### src/rtl/dtw_result_packer.sv
// rtl/dtw_result_packer.sv - pops DTW result records from the sink FIFO and emits them as 3-beat AXI-Stream packets
module dtw_result_packer #(
    parameter int dtw_dwidth = 16,
    parameter int axi_dwidth = 32
) (
    input  logic                       clk,
    input  logic                       rst,
    input  logic                       enable,
    input  logic                       fifo_empty,
    output logic                       fifo_rden,
    input  logic [64+dtw_dwidth-1:0]   fifo_data,
    output logic [axi_dwidth-1:0]      m_axis_tdata,
    output logic                       m_axis_tvalid,
    input  logic                       m_axis_tready,
    output logic                       m_axis_tlast,
    output logic                       busy,
    output logic [31:0]                result_count
);

    typedef enum logic [2:0] {
        IDLE,
        LATCH,
        BEAT_QID,
        BEAT_POS,
        BEAT_MIN
    } state_t;

    state_t                state;
    logic [31:0]           qid_r;
    logic [31:0]           pos_r;
    logic [dtw_dwidth-1:0] min_r;

    // The pop strobe must be combinational so the FIFO presents data in LATCH.
    assign fifo_rden = !rst && (state == IDLE) && enable && !fifo_empty;

    always_ff @(posedge clk or posedge rst) begin
        if (rst) begin
            state         <= IDLE;
            qid_r         <= '0;
            pos_r         <= '0;
            min_r         <= '0;
            m_axis_tdata  <= '0;
            m_axis_tvalid <= 1'b0;
            m_axis_tlast  <= 1'b0;
            busy          <= 1'b0;
            result_count  <= '0;
        end else begin
            case (state)
                IDLE: begin
                    if (fifo_rden) begin
                        state <= LATCH;
                        busy  <= 1'b1;
                    end
                end
                LATCH: begin
                    qid_r         <= fifo_data[64+dtw_dwidth-1 -: 32];
                    pos_r         <= fifo_data[32+dtw_dwidth-1 -: 32];
                    min_r         <= fifo_data[dtw_dwidth-1:0];
                    m_axis_tdata  <= fifo_data[64+dtw_dwidth-1 -: 32];
                    m_axis_tvalid <= 1'b1;
                    m_axis_tlast  <= 1'b0;
                    state         <= BEAT_QID;
                end
                BEAT_QID: begin
                    if (m_axis_tready) begin
                        m_axis_tdata <= pos_r;
                        state        <= BEAT_POS;
                    end else begin
                        m_axis_tdata <= qid_r;
                    end
                end
                BEAT_POS: begin
                    if (m_axis_tready) begin
                        m_axis_tdata <= axi_dwidth'(min_r);
                        m_axis_tlast <= 1'b1;
                        state        <= BEAT_MIN;
                    end
                end
                BEAT_MIN: begin
                    if (m_axis_tready) begin
                        m_axis_tdata  <= '0;
                        m_axis_tvalid <= 1'b0;
                        m_axis_tlast  <= 1'b0;
                        busy          <= 1'b0;
                        result_count  <= result_count + 32'd1;
                        state         <= IDLE;
                    end
                end
                default: begin
                    state         <= IDLE;
                    m_axis_tvalid <= 1'b0;
                    m_axis_tlast  <= 1'b0;
                    busy          <= 1'b0;
                end
            endcase
        end
    end

endmodule

### config.mk
export PLATFORM = sky130hd
export DESIGN_NAME = dtw_result_packer
export DESIGN_NICKNAME = d
export VERILOG_FILES = /design/src/rtl/dtw_result_packer.sv
export SDC_FILE = /design/constraint.sdc
export NUM_CORES = 1
export LEC_CHECK = 0
export CAP_MARGIN = 20
export CORE_UTILIZATION = 25
export CTS_BUF_LIST = sky130_fd_sc_hd__clkbuf_8
export CTS_CLUSTER_SIZE = 12
export DETAILED_ROUTE_END_ITERATION = 12
export SETUP_SLACK_MARGIN = 0.05
export SLEW_MARGIN = 20
export SYNTH_ARGS = -nofsm -noshare
export SYNTH_HDL_FRONTEND = slang
export SYNTH_SLANG_ARGS = --single-unit
### constraint.sdc
create_clock -name clk -period 7.3 [get_ports clk]
set_clock_uncertainty 0.05 [all_clocks]
set_input_delay 1.825 -clock clk [delete_from_list [all_inputs] [get_ports clk]]
set_output_delay 1.825 -clock clk [all_outputs]
set_load 0.02 [all_outputs]
==> flow_summary_export.csv <==
group,metric,value,unit
outcome,status,"complete, but fails checks",
outcome,violations,"design-rule violations",
pwr,internal_power,2.25,mW
worst_setup_path,cp_slowest_stage_delay,0.66,ns
worst_setup_path,timing.critical_path.cells,"clkdlybuf4s50_1 -> or3b_2 -> nor4_1 -> clkdlybuf4s50_1",
global_routing,gr-max-usage-layer,"met2",
routing,vias_per_cell,4.60,
global_routing,gr-total-overflow,0,
die,core_area,0.0263,mm^2
worst_setup_path,arrival,3.70,ns
routing,drt-total-wl,16.9,mm
sta,hold_viol_final,0,
global_routing,grt_pass1_vias,4707,
cts,holdBufCountCts,0,
pwr,p_clk_share,19.0,%
synth,synth.area.top_cells,"dfrtp_1 56%, mux2_2 19%, mux2i_1 4.9%",
routing,wire_per_inst,17.0,um
synth,synth_top_area_share,55.5,%
sta,finalSetupViolations,0,
place,gp_congestion,0.756,
worst_setup_path,startpoint_type,"input port",
layout,design_area,0.00901,mm^2
cts,insertion_delay,0.45,ns
layout,final_cells,991,
routing,drc,9,
routing,initialDrtViolationCount,334,
worst_setup_path,required,5.43,ns
global_routing,track_usage,12.8,%
worst_setup_path,critPathBufInv,2,
worst_setup_path,worstSetupPathType,"in -> out",
global_routing,grt_pass1_wl,27.4,mm
cts,cts-root-buf,"clkbuf_8",
pwr,p_sw,1.27,mW
place,placedCellCount,959,
routing,vias,4562,
pwr,pwr-share-seq,39.3,%
sta,post-route-period-util,76.3,%
synth,syn_inst,498,
synth,ys_ff_latch,150,
sta,setup_ws,1.73,ns
cts,cts_buffer_depth,2,
global_routing,antenna_found_initial,1,
die,rows,59,
synth,ys_seq_area_share,55.5,%
layout,syn2layout_area_growth,33.2,%
synth,yosys_warnings,0,
cts,post-cts-setup-buffer-count,0,
cts,cts_max_level,4,
die,fp.dieH,166,um
pwr,vdd_drop_max,0.161,mV
layout,final_cell_mix,"151 x clkdlybuf4s50_1, 150 x dfrtp_1, 113 x mux2_2",
sta,worst_pin_slew,1.04,ns
synth,synth_top_area_cell,"dfrtp_1",
place,placed_cell_area,0.00861,mm^2
synth,synth_area,0.00676,mm^2
place,dp_slack,1.73,ns
worst_setup_path,cp_slowest_cell,"clkdlybuf4s50_1",
cts,cts_tree,"built",
hold_path,hold_path.class,"reg -> reg",
global_routing,grt_start_max_net_pins,56,
pwr,p_comb_share,41.7,%
place,io_buffer_count,152,
die,ioPinCount,153,
worst_setup_path,crit_family,"buffers and inverters",
cts,cts.sinks,150,
synth,ys.flop_type,"dfrtp_1",
layout,diodes,0,
global_routing,gr-usage-met3,4.25,%
cts,path_clk_slew,0.10,ns
worst_setup_path,cp_common_cell,"clkdlybuf4s50_1",
synth,synth.distinct_cells,46,
sta,tns,0,ns
synth,synthArstFlopShare,100,%
layout,drive_gt1_share,25.5,%
layout,final_common_cell,"clkdlybuf4s50_1",
sta,finalMaxSlewViolations,0,
job,cap_viol_max_count,0,
routing,ant_nets,0,
pwr,p_leak,3.76,nW
cts,post_cts_resized,0,
cts,cts_buffers,17,
place,dp_hpwl,10.8,mm
sta,slew_headroom,30.6,%
pwr,powerDensity,390,mW/mm^2
sta,rsz0062_at_grt,"false",
die,die_w,166,um
global_routing,grt_use_met1,17.1,%
synth,syn-num-nets,584,
worst_setup_path,end_kind,"primary output",
routing,first_pass_iters,11,
synth,syn_avg_cell_area,13.6,um^2
layout,fill_cells,2637,
pwr,switching_share,36.0,%
synth,synth_edf_count,0,
global_routing,met2_usage,20.0,%
sta,fmax,179,MHz
sta,min_period,5.57,ns
die,dieArea,0.0277,mm^2
die,initial_core_util,25.7,%
worst_setup_path,path_max_fanout,3,
layout,fin_nets,729,
[cells by family after synthesis]
kind of cell,share of synthesized area (%)
buffers and inverters,3.39
xor gates and xnor gates,4.01
muxes,23.7
and+or+nand+nor,7.57
AOI/OAI and AO/OA,5.64
adders and majority gates,0.185
DFF,55.5
[area by class of cell]
| class | instances | area (um^2) | area share [%] |
|---|---|---|---|
| repair buffers | 158 | 1560 | 17.3 |
| multi-input cells | 297 | 2800 | 31.1 |
| flip-flops and latches | 150 | 3750 | 41.7 |
| inverters | 19 | 76.3 | 0.847 |
| clock inverters | 15 | 159 | 1.76 |
| clock buffers | 17 | 234 | 2.60 |
| well taps | 335 | 419 | 4.65 |
[metrics by stage]
| step | utilization [%] | hold slack, ns | power [mW] |
|---|---|---|---|
| floorplan | - | 0.425 | 2.39 |
| global placement | 32.8 | 0.411 | 2.87 |
| detailed placement | 32.8 | 0.414 | 2.90 |
| CTS | 34.3 | 0.432 | 3.59 |
| global route | 34.3 | 0.453 | 3.76 |
| finish | 34.3 | 0.424 | 3.52 |
[worst reg2reg max path: stages, from the launching register on]
cell and delay (ns):
dfrtp_1 0.69, nand4bb_1 0.52, o21ai_4 0.17, buf_4 0.54, mux2_2 0.42
[synthesized netlist by cell type (3+ instances only)]
cell         n
a222oi_1    16
and2_1       3
and3_1       3
and4_1       6
buf_2       21
clkbuf_1     7
dfrtp_1    150
inv_1       19
mux2_2     113
mux2i_1     33
nand2_1      9
nand2b_1     3
nand3_1     16
nand4_1     12
nor2_1       6
o2bb2ai_1   16
xnor2_1     26
xor2_1       5
[per-layer routing]
| metal | share of wire (%) | vias up |
|---|---|---|
| li1 | - | 2113 |
| met5 | 0.077 | - |
| met2 | 47 | 110 |
| met1 | 46 | 2329 |
| met4 | 0.63 | 2 |
| met3 | 6.2 | 8 |
[flip-flops by register name, indices dropped and copies added, names as in the netlist]
register / cells
qid_r: 32
pos_r: 32
m_axis_tlast: 1
result_count: 32
m_axis_tdata: 32
m_axis_tvalid: 1
state: 3
min_r: 16
busy: 1
[power groups by stage]
stage               sequential [mW]  combinational, mW  clock (mW)
finish                         1.38               1.47       0.668
global route                   1.43               1.59       0.736
CTS                            1.39               1.50       0.705
detailed placement             1.40               1.50           0
global placement               1.39               1.48           0
floorplan                      1.44              0.947           0
[final timing paths]
check,from,to,depth (start not counted),slack [ns]
min reg2reg,result_count[31],result_count[31],1,0.42
min,result_count[31],result_count[31],1,0.42
max in group asynchronous,rst,pos_r[2],3,4.37
max,rst,fifo_rden,4,1.73
min in group asynchronous,rst,result_count[17],2,1.75
max reg2reg,state[2],m_axis_tdata[29],4,4.80
Note: power is estimated with default switching activity, not from simulation.
